[config.mk]
export PLATFORM = sky130hd
export DESIGN_NAME = inst_fetch
export DESIGN_NICKNAME = d
export VERILOG_FILES = /design/src/rtl/fetch_pkg.sv /design/src/rtl/next_pc_sel.sv /design/src/rtl/inst_fetch.sv
export SDC_FILE = /design/constraint.sdc
export NUM_CORES = 1
export LEC_CHECK = 0
export ABC_CLOCK_PERIOD_IN_PS = 5200
export CELL_PAD_IN_SITES_DETAIL_PLACEMENT = 1
export CELL_PAD_IN_SITES_GLOBAL_PLACEMENT = 1
export CORE_MARGIN = 5
export CORE_UTILIZATION = 37
export CTS_BUF_LIST = sky130_fd_sc_hd__clkbuf_16
export CTS_CLUSTER_DIAMETER = 60
export CTS_CLUSTER_SIZE = 25
export DETAILED_ROUTE_END_ITERATION = 8
export GPL_TIMING_DRIVEN = 1
export PLACE_DENSITY = 0.88
export SLEW_MARGIN = 10
export SYNTH_ARGS = -nofsm -noshare
export SYNTH_HDL_FRONTEND = slang
export SYNTH_HIERARCHICAL = 1
export SYNTH_SLANG_ARGS = --single-unit
[constraint.sdc]
create_clock -name CLK -period 5.2 [get_ports CLK]
set_clock_uncertainty 0.1 [all_clocks]
set_input_delay 0.52 -clock CLK [delete_from_list [all_inputs] [get_ports CLK]]
set_output_delay 0.52 -clock CLK [all_outputs]
set_load 0.02 [all_outputs]
[src/rtl/fetch_pkg.sv]
// Shared types and defaults for the instruction-fetch stage.
// Optional link (call/return) support is enabled with INST_FETCH_LINK_EN.
package fetch_pkg;

  localparam int         PC_W_DEF       = 8;
  localparam logic [7:0] START_ADDR_DEF = 8'h00;

  // Control FSM of the fetch stage
  typedef enum logic [1:0] {
    IDLE   = 2'd0,
    RUN    = 2'd1,
    HALTED = 2'd2
  } fetch_state_t;

  // Which source feeds the PC register on the next edge
  typedef enum logic [2:0] {
    HOLD    = 3'd0,
    SEQ     = 3'd1,
    JUMP    = 3'd2,
    BRANCH  = 3'd3,
    CALL    = 3'd4,
    RET     = 3'd5,
    RESTART = 3'd6
  } pc_sel_t;

endpackage

[src/rtl/next_pc_sel.sv]
// Next-PC priority mux with wrapping sequential and relative-branch adders.
// Call/return sources exist only when INST_FETCH_LINK_EN is defined.
module next_pc_sel
  import fetch_pkg::*;
#(
  parameter int              PC_W       = PC_W_DEF,
  parameter logic [PC_W-1:0] START_ADDR = PC_W'(START_ADDR_DEF)
) (
  input  logic            running,
  input  logic            start,
  input  logic            halt,
  input  logic            jumpEn,
  input  logic            branchEn,
`ifdef INST_FETCH_LINK_EN
  input  logic            callEn,
  input  logic            retEn,
  input  logic [PC_W-1:0] linkAddr,
  output logic [PC_W-1:0] pcPlusOne,
`endif
  input  logic [PC_W-1:0] pc,
  input  logic [PC_W-1:0] jumpTarget,
  input  logic [PC_W-1:0] branchOffset,
  output logic [PC_W-1:0] pcNext,
  output pc_sel_t         sel
);

  logic [PC_W-1:0] seqPc;
  logic [PC_W-1:0] branchPc;

  // Both adders are PC_W wide, so overflow simply wraps; adding the raw
  // offset bits is the same as adding its sign extension modulo 2^PC_W.
  assign seqPc    = pc + PC_W'(1);
  assign branchPc = pc + branchOffset;

`ifdef INST_FETCH_LINK_EN
  assign pcPlusOne = seqPc;
`endif

  // Priority decode: start beats everything; other controls only act in RUN
  always_comb begin
    sel = HOLD;
    if (start) begin
      sel = RESTART;
    end else if (running) begin
      if (halt)          sel = HOLD;
      else if (jumpEn)   sel = JUMP;
`ifdef INST_FETCH_LINK_EN
      else if (callEn)   sel = CALL;
      else if (retEn)    sel = RET;
`endif
      else if (branchEn) sel = BRANCH;
      else               sel = SEQ;
    end
  end

  // Steer the selected source onto the next PC
  always_comb begin
    pcNext = pc;
    case (sel)
      RESTART: pcNext = START_ADDR;
      SEQ:     pcNext = seqPc;
      JUMP:    pcNext = jumpTarget;
      BRANCH:  pcNext = branchPc;
`ifdef INST_FETCH_LINK_EN
      CALL:    pcNext = jumpTarget;
      RET:     pcNext = linkAddr;
`endif
      default: pcNext = pc;
    endcase
  end

endmodule

[src/rtl/inst_fetch.sv]
// Program counter / instruction fetch stage with run/halt control FSM and
// a saturating retired-instruction counter.
// Define INST_FETCH_LINK_EN to add call_en/ret_en and a one-level link register.
module inst_fetch
  import fetch_pkg::*;
#(
  parameter int              PC_W       = PC_W_DEF,
  parameter logic [PC_W-1:0] START_ADDR = PC_W'(START_ADDR_DEF),
  parameter int              CNT_W      = 16
) (
  input  logic             CLK,
  input  logic             init,
  input  logic             start,
  input  logic             halt,
  input  logic             jump_en,
  input  logic             branch_en,
`ifdef INST_FETCH_LINK_EN
  input  logic             call_en,
  input  logic             ret_en,
`endif
  input  logic [PC_W-1:0]  JumpTarget,
  input  logic [PC_W-1:0]  BranchOffset,
  output logic [PC_W-1:0]  InstAddress,
  output logic             running,
  output logic             done,
  output logic [CNT_W-1:0] FetchCount
);

  fetch_state_t    stateReg, stateNext;
  logic [PC_W-1:0] pcReg;
  logic [PC_W-1:0] pcNext;
  logic [CNT_W-1:0] countReg;
  pc_sel_t         pcSel;
  logic            isRun;

  assign isRun = (stateReg == RUN);

`ifdef INST_FETCH_LINK_EN
  logic [PC_W-1:0] linkReg;
  logic [PC_W-1:0] pcPlusOne;
`endif

  next_pc_sel #(
    .PC_W       (PC_W),
    .START_ADDR (START_ADDR)
  ) u_next_pc_sel (
    .running      (isRun),
    .start        (start),
    .halt         (halt),
    .jumpEn       (jump_en),
    .branchEn     (branch_en),
`ifdef INST_FETCH_LINK_EN
    .callEn       (call_en),
    .retEn        (ret_en),
    .linkAddr     (linkReg),
    .pcPlusOne    (pcPlusOne),
`endif
    .pc           (pcReg),
    .jumpTarget   (JumpTarget),
    .branchOffset (BranchOffset),
    .pcNext       (pcNext),
    .sel          (pcSel)
  );

  // FSM state register
  always_ff @(posedge CLK) begin
    if (init) stateReg <= IDLE;
    else      stateReg <= stateNext;
  end

  // FSM transitions: start (re)enters RUN from any state, halt leaves RUN
  always_comb begin
    stateNext = stateReg;
    case (stateReg)
      IDLE:    if (start) stateNext = RUN;
      RUN: begin
        if (start)     stateNext = RUN;
        else if (halt) stateNext = HALTED;
      end
      HALTED:  if (start) stateNext = RUN;
      default: stateNext = IDLE;
    endcase
  end

  // PC register; the mux already holds it outside RUN
  always_ff @(posedge CLK) begin
    if (init) pcReg <= '0;
    else      pcReg <= pcNext;
  end

  // Retired count: cleared on (re)start, one per RUN cycle, sticks at all-ones
  always_ff @(posedge CLK) begin
    if (init)                             countReg <= '0;
    else if (pcSel == RESTART)            countReg <= '0;
    else if (isRun && (countReg != '1))   countReg <= countReg + CNT_W'(1);
  end

`ifdef INST_FETCH_LINK_EN
  // Single-level link: every call overwrites the return address
  always_ff @(posedge CLK) begin
    if (init)               linkReg <= '0;
    else if (pcSel == CALL) linkReg <= pcPlusOne;
  end
`endif

  assign InstAddress = pcReg;
  assign running     = isRun;
  assign done        = (stateReg == HALTED);
  assign FetchCount  = countReg;

endmodule

==> flow_summary_export.csv, run 1 <==
group,metric,value,unit
clock_network,clock_path_buffers,2,
detailed_routing,avgViaCountPerCell,5.651,
pwr,p_sw,102.7,uW
global_route,overflow,0,
clock_network,htree_levels,1,
pwr,seqPwrFrac,42.2,%
sta,worst_pin_slew,0.6489,ns
finish,multi_input_area,1104,um^2
sta,post-route-min-period,3.501,ns
critical_path,path_class,"flip-flop to flip-flop",
floorplan,coreArea,4444,um^2
pwr,p_per_area,210.5,nW/um^2
detailed_routing,ant_nets,0,
clock_network,ctsRootBufferMaster,"clkbuf_16",
placement,io_buffers,47,
floorplan,ioPinCount,48,
hold_path,hold_path_class,"flip-flop to flip-flop",
sta,period_share,67.32,%
floorplan,core.rowCount,24,
sta,setup_viol,0,
finish,fin_util,51.97,%
critical_path,critPathRequiredTime,5.29,ns
finish,drive_above_1_share,5.952,%
detailed_routing,finalWirelength,4.985,mm
finish,finalNetCount,284,
global_route,grtUsageMet2,28.17,%
synthesis,ys_seq_area_share,30.21,%
global_route,grt_pass1_vias,1810,
finish,ff_latch_area,520.5,um^2
pwr,clockPowerShare,46.5,%
clock_network,cts_buffers,3,
global_route,grt_busiest_layer,"met2",
detailed_routing,drt_iter0_drc,142,
floorplan,die_w,78.24,um
clock_network,cts.sinks,26,
synthesis,synth.cell_area,1723,um^2
clock_network,hold_buffers,0,
critical_path,start_kind,"flip-flop",
clock_network,tritoncts,"yes",
clock_network,path_clk_slew,0.07,ns
finish,final_common_cell,"clkdlybuf4s50_1",
synthesis,yosys_register_bits,26,
global_route,grtUsageMet1,23.35,%
synthesis,yosys_warnings,6,
detailed_routing,vias,1718,
sta,grt_setup_unrepaired,"no",
finish,diodes,0,
critical_path,crit_family,"simple AND/OR/NAND/NOR gates",
critical_path,crit_slowest_cell,"dfxtp_1",
critical_path,path_buf_inv,2,
global_route,grt_first_pass_wirelength,8.625,mm
clock_network,clock_latency,0.26,ns
pwr,p_int,383.4,uW
critical_path,r2r_slack,1.70,ns
sta,slew_viol_final,0,
synthesis,synthCells,209,
pwr,leakagePower,0.0008435,uW
sta,finalHoldViolations,0,
global_route,grt_use_total,16.99,%
critical_path,crit_path_end_kind,"flip-flop",
detailed_routing,wl_per_cell,16.40,um
synthesis,ys_async_sr_fraction,0,%
synthesis,synth_flop_cell,"dfxtp_1",
clock_network,cts_resized,0,
pwr,p_sw_share,21.13,%
critical_path,arrival,3.59,ns
global_route,grt_antenna_before_repair,0,
critical_path,cpPeakStageDelay,0.42,ns
sta,relSlewSlack,56.65,%
clock_network,post_cts_buffers,0,
finish,n_fill_cell,537,
critical_path,crit_fanout,10,
synthesis,synth_cell_types,50,
floorplan,die_area,6122,um^2
pwr,combPwrFrac,11.4,%
flow_run,cap_viol_max_count,0,
global_route,use_met3,2.975,%
finish,layout_common_cells,"clkdlybuf4s50_1 (47), dfxtp_1 (26), nor2_1 (15), a21oi_1 (14), inv_1 (12)",
pwr,ir_drop,0.0001435,V
detailed_routing,drc,0,
sta,tns,0,ns
sta,fmax,285.7,MHz
detailed_routing,dr.pass1.iters,4,
placement,gp_congestion,0.8009,
global_route,grt_max_degree,16,
placement,dp_hpwl,3.989,mm
finish,synthToLayoutAreaGrowth,34.06,%
critical_path,crit_chain,"or2b_1 > inv_1 > nand2b_1 > nor3_4 > and2_1 > nand2b_1 > ha_1 > inv_1 > fa_1 > and2b_1 > o21ai_1 > nor2b_1 > xnor2_1 > mux2i_1 > a21oi_1 > nor2b_1",
floorplan,die_y,78.24,um
synthesis,synth_edf_count,0,
floorplan,initial_utilization,38.77,%
outcome,status,"finished clean",
synthesis,syn_nets,240,
synthesis,synth_area_per_cell,8.244,um^2
[synth_stat cells, types with 2 or more instances]
cell type	instances	area (um^2)
dfxtp_1	26	520.5
nor2_1	15	56.30
a21oi_1	14	70.07
inv_1	12	45.04
nor2b_1	11	68.82
nor3_1	11	55.05
nand2_1	10	37.54
a211oi_1	9	67.56
o21ai_0	9	45.04
ha_1	8	100.1
and3_1	6	37.54
a31oi_1	5	31.28
nand3_1	5	25.02
nand4_1	5	31.28
o21ai_1	4	20.02
o31ai_1	4	30.03
or4_1	4	30.03
xor2_1	4	35.03
clkbuf_1	3	11.26
or3_1	3	18.77
a21o_1	2	15.01
and2_1	2	12.51
and2b_1	2	15.01
and3_2	2	15.01
and3b_1	2	17.52
buf_2	2	10.01
mux2i_1	2	20.02
nand2b_1	2	12.51
nand3b_1	2	15.01
nor4_1	2	12.51
xnor2_1	2	17.52
[cell type report]
class	count	share of cell area, %
clock buffer	3	3.250
clock inverter	1	1.300
inverter	12	1.950
multi-input combinational	163	47.78
sequential	26	22.54
tap	52	2.817
timing repair buffer	47	20.37
[final timing paths]
check,startpoint,to,depth (start not counted)
max reg2reg,stateReg[0],InstAddress[4],16
min reg2reg,FetchCount[11],FetchCount[11],2
max,stateReg[0],InstAddress[4],16
min,FetchCount[11],FetchCount[11],2
[worst min-delay path, cell delays in order (launching register included)]
cell and delay, ns:
dfxtp_1 0.35, o31ai_1 0.08, a21oi_1 0.06
[per-stage QoR]
stage | power (uW) | setup slack, ns | instances | cell area, um^2 | hold slack (ns)
finish | 486.1 | 1.699 | 304 | 2310 | 0.4297
global placement | 263.5 | 1.717 | 300 | 2205 | 0.3962
global route | 507.3 | 1.390 | 304 | 2310 | 0.4719
detailed placement | 264.8 | 1.524 | 300 | 2205 | 0.4171
floorplan | 236.7 | 2.243 | 209 | 1723 | 0.3682
CTS | 490.4 | 1.744 | 304 | 2310 | 0.4355
[cell families after synthesis]
logic type      after synthesis  synth area share [%]
flops                        26                 30.21
buf+inv                      20                 5.737
compound gates               53                 20.04
xor+xnor                      6                 3.050
mux                           2                 1.162
simple gates                 93                 32.83
fa+ha+maj                     9                 6.972
[state kept, by name, indices dropped and copies added (netlist names)]
signal,cells
FetchCount,16
InstAddress,8
stateReg,2
[power groups by stage]
stage	registers [uW]	clock network, uW	logic, uW
detailed placement	209	0	55.3
global placement	209	0	54.0
finish	205	226	55.3
floorplan	211	0	25.4
global route	205	241	60.3
CTS	205	230	55.7
[layer usage]
metal,vias up,share of wire (%)
met5,-,0
met4,0,0.36
met3,2,4.3
met2,35,48
met1,829,47
li1,852,-
No activity file was read; power rests on OpenSTA's default activity.
==> run 2: changes to the inputs <==
Settings changed: ABC_CLOCK_PERIOD_IN_PS 5200 to 3200, CORE_UTILIZATION 37 to 31, PLACE_DENSITY 0.88 to 0.79.
Clock period 5.2 ns to 3.2 ns, I/O delays scaled along.
==> run 2 against run 1 <==
Power rose by 64%; sequential share of layout area shrank 0.55 points; critical endpoint is now InstAddress[6]; first-iteration DRC count shrank 65%; register-to-register slack got worse by 1.4 ns; non-clock buffer count rose by 5; sequential power rose by 62%; flip-flop and latch count is the same.
==> flow_summary_export.csv, run 2 (synthesis gave the netlist of run 1 again) <==
group,metric,value,unit
detailed_routing,finalWirelength,4.844,mm
detailed_routing,ant_nets,0,
clock_network,cts_buffers,3,
critical_path,path_buf_inv,2,
finish,drive_above_1_share,8.560,%
critical_path,crit_fanout,6,
sta,post-route-min-period,2.929,ns
flow_run,cap_viol_max_count,0,
critical_path,r2r_start,"stateReg[1]",
global_route,grt_first_pass_wirelength,8.148,mm
floorplan,die_y,84.55,um
critical_path,path_class,"flip-flop to flip-flop",
critical_path,crit_family,"simple AND/OR/NAND/NOR gates",
critical_path,crit_path_end_kind,"flip-flop",
placement,preCtsSetupSlack,0.06304,ns
placement,io_buffers,47,
clock_network,path_clk_slew,0.07,ns
global_route,grt_pass1_vias,1740,
detailed_routing,drc,0,
outcome,status,"finished clean",
finish,final_common_cell,"clkdlybuf4s50_1",
clock_network,clock_latency,0.26,ns
sta,fmax,341.5,MHz
sta,layout_setup_ws,0.2714,ns
detailed_routing,drt_iter0_drc,50,
detailed_routing,vias,1745,
sta,tns,0,ns
sta,relSlewSlack,54.92,%
clock_network,post_cts_buffers,0,
floorplan,die_area,7149,um^2
hold_path,hold_path_class,"flip-flop to flip-flop",
clock_network,cts.sinks,26,
floorplan,core.rowCount,27,
clock_network,ctsRootBufferMaster,"clkbuf_16",
finish,layout_common_cells,"clkdlybuf4s50_1 (47), dfxtp_1 (25), nor2_1 (15), a21oi_1 (14)",
pwr,leakagePower,0.0008662,uW
global_route,grt_use_total,13.53,%
clock_network,tritoncts,"yes",
hold_path,hold_depth,1,
floorplan,die_w,84.55,um
pwr,ir_drop,0.0001760,V
critical_path,crit_chain,"or2b_1 > inv_2 > nand2b_1 > nor3_4 > and2_1 > nand2b_1 > ha_1 > inv_1 > fa_1 > and2b_1 > o21ai_1 > a21oi_1 > nor2_1 > xor2_1 > a211oi_1 > nor2b_1",
critical_path,start_kind,"flip-flop",
finish,finalNetCount,289,
finish,synthToLayoutAreaGrowth,37.76,%
critical_path,cpPeakStageDelay,0.39,ns
critical_path,crit_slowest_cell,"dfxtp_1",
finish,n_fill_cell,647,
detailed_routing,avgViaCountPerCell,5.304,
sta,setup_viol,0,
global_route,grtUsageMet1,17.25,%
sta,worst_pin_slew,0.6748,ns
clock_network,hold_buffers,0,
critical_path,rr_worst_depth,16,
critical_path,arrival,3.02,ns
critical_path,cp-startpoint,"stateReg[1]",
global_route,grtUsageMet2,24.13,%
sta,slew_viol_final,0,
floorplan,ioPinCount,48,
global_route,overflow,0,
finish,diodes,0,
floorplan,coreArea,5439,um^2
critical_path,crit_top_cell,"nand2b_1",
floorplan,initial_utilization,31.68,%
sta,grt_setup_unrepaired,"no",
global_route,use_met3,2.061,%
detailed_routing,dr.pass1.iters,4,
clock_network,clock_path_buffers,2,
pwr,p_per_area,336.1,nW/um^2
sta,finalHoldViolations,0,
hold_path,hp-start,"stateReg[0]",
global_route,grt_max_degree,16,
placement,dp_hpwl,3.779,mm
critical_path,critPathRequiredTime,3.29,ns
critical_path,cp.depth,16,
finish,largest_register_ffs,16,
global_route,grt_busiest_layer,"met2",
placement,gp_congestion,0.8112,
clock_network,cts_resized,0,
detailed_routing,wl_per_cell,14.72,um
clock_network,htree_levels,1,
global_route,grt_antenna_before_repair,0,
sta,period_share,91.52,%
## run 2: cell types whose count changed in the layout (fill, tap and decap cells not counted)
| cell | before | now |
|---|---|---|
| buf_4 | 0 | 5 |
| dfxtp_1 | 26 | 25 |
| dfxtp_2 | 0 | 1 |
| inv_1 | 12 | 11 |
| inv_2 | 0 | 1 |
## run 2: power breakdown
group | internal, uW | leakage [uW] | switching, uW
registers | 328 | 0.000210 | 4.99
logic | 49.4 | 0.000605 | 44.2
clock network | 249 | 0.0000511 | 122
total | 627 | 0.000866 | 171
## run 2: final cells by class
cell class	count	area [um^2]	area share [%]
Multi-Input combinational cell	163	1104	46.49
Sequential cell	26	521.8	21.98
Timing Repair Buffer	52	508.0	21.40
Tap cell	72	90.09	3.795
Clock buffer	3	75.07	3.163
Inverter	12	45.04	1.898
Clock inverter	1	30.03	1.265
## run 2: layer usage
layer | share of wire [%] | up-vias
met4 | 0.60 | 0
met3 | 4.4 | 4
met5 | 0 | -
li1 | - | 863
met1 | 45 | 841
met2 | 50 | 37
## run 2: metrics by stage
| stage | std cells | util, % | hold slack (ns) | power, uW | cell area [um^2] |
|---|---|---|---|---|---|
| after detailed placement | 325 | 41.68 | 0.4072 | 435.0 | 2267 |
| after floorplan | 209 | - | 0.2993 | 384.6 | 1723 |
| after global placement | 325 | 41.68 | 0.3959 | 433.7 | 2267 |
| after CTS | 329 | 43.62 | 0.4175 | 808.9 | 2372 |
| after global routing | 329 | 43.64 | 0.4166 | 830.1 | 2374 |
| final | 329 | 43.64 | 0.3946 | 797.7 | 2374 |
## run 2: final timing paths
path	end	slack, ns
setup / recovery	InstAddress[6]	0.27
hold / removal	stateReg[0]	0.39
setup reg to reg	InstAddress[6]	0.27
hold reg to reg	stateReg[0]	0.39
## run 2: worst register-to-register path: stages (launching register included)
cell and delay (ns):
dfxtp_1 0.39, or2b_1 0.18, inv_2 0.08, nand2b_1 0.14
nor3_4 0.05, and2_1 0.16, nand2b_1 0.08, ha_1 0.18
inv_1 0.06, fa_1 0.37, and2b_1 0.22, o21ai_1 0.07
a21oi_1 0.18, nor2_1 0.08, xor2_1 0.14, a211oi_1 0.22
nor2b_1 0.15
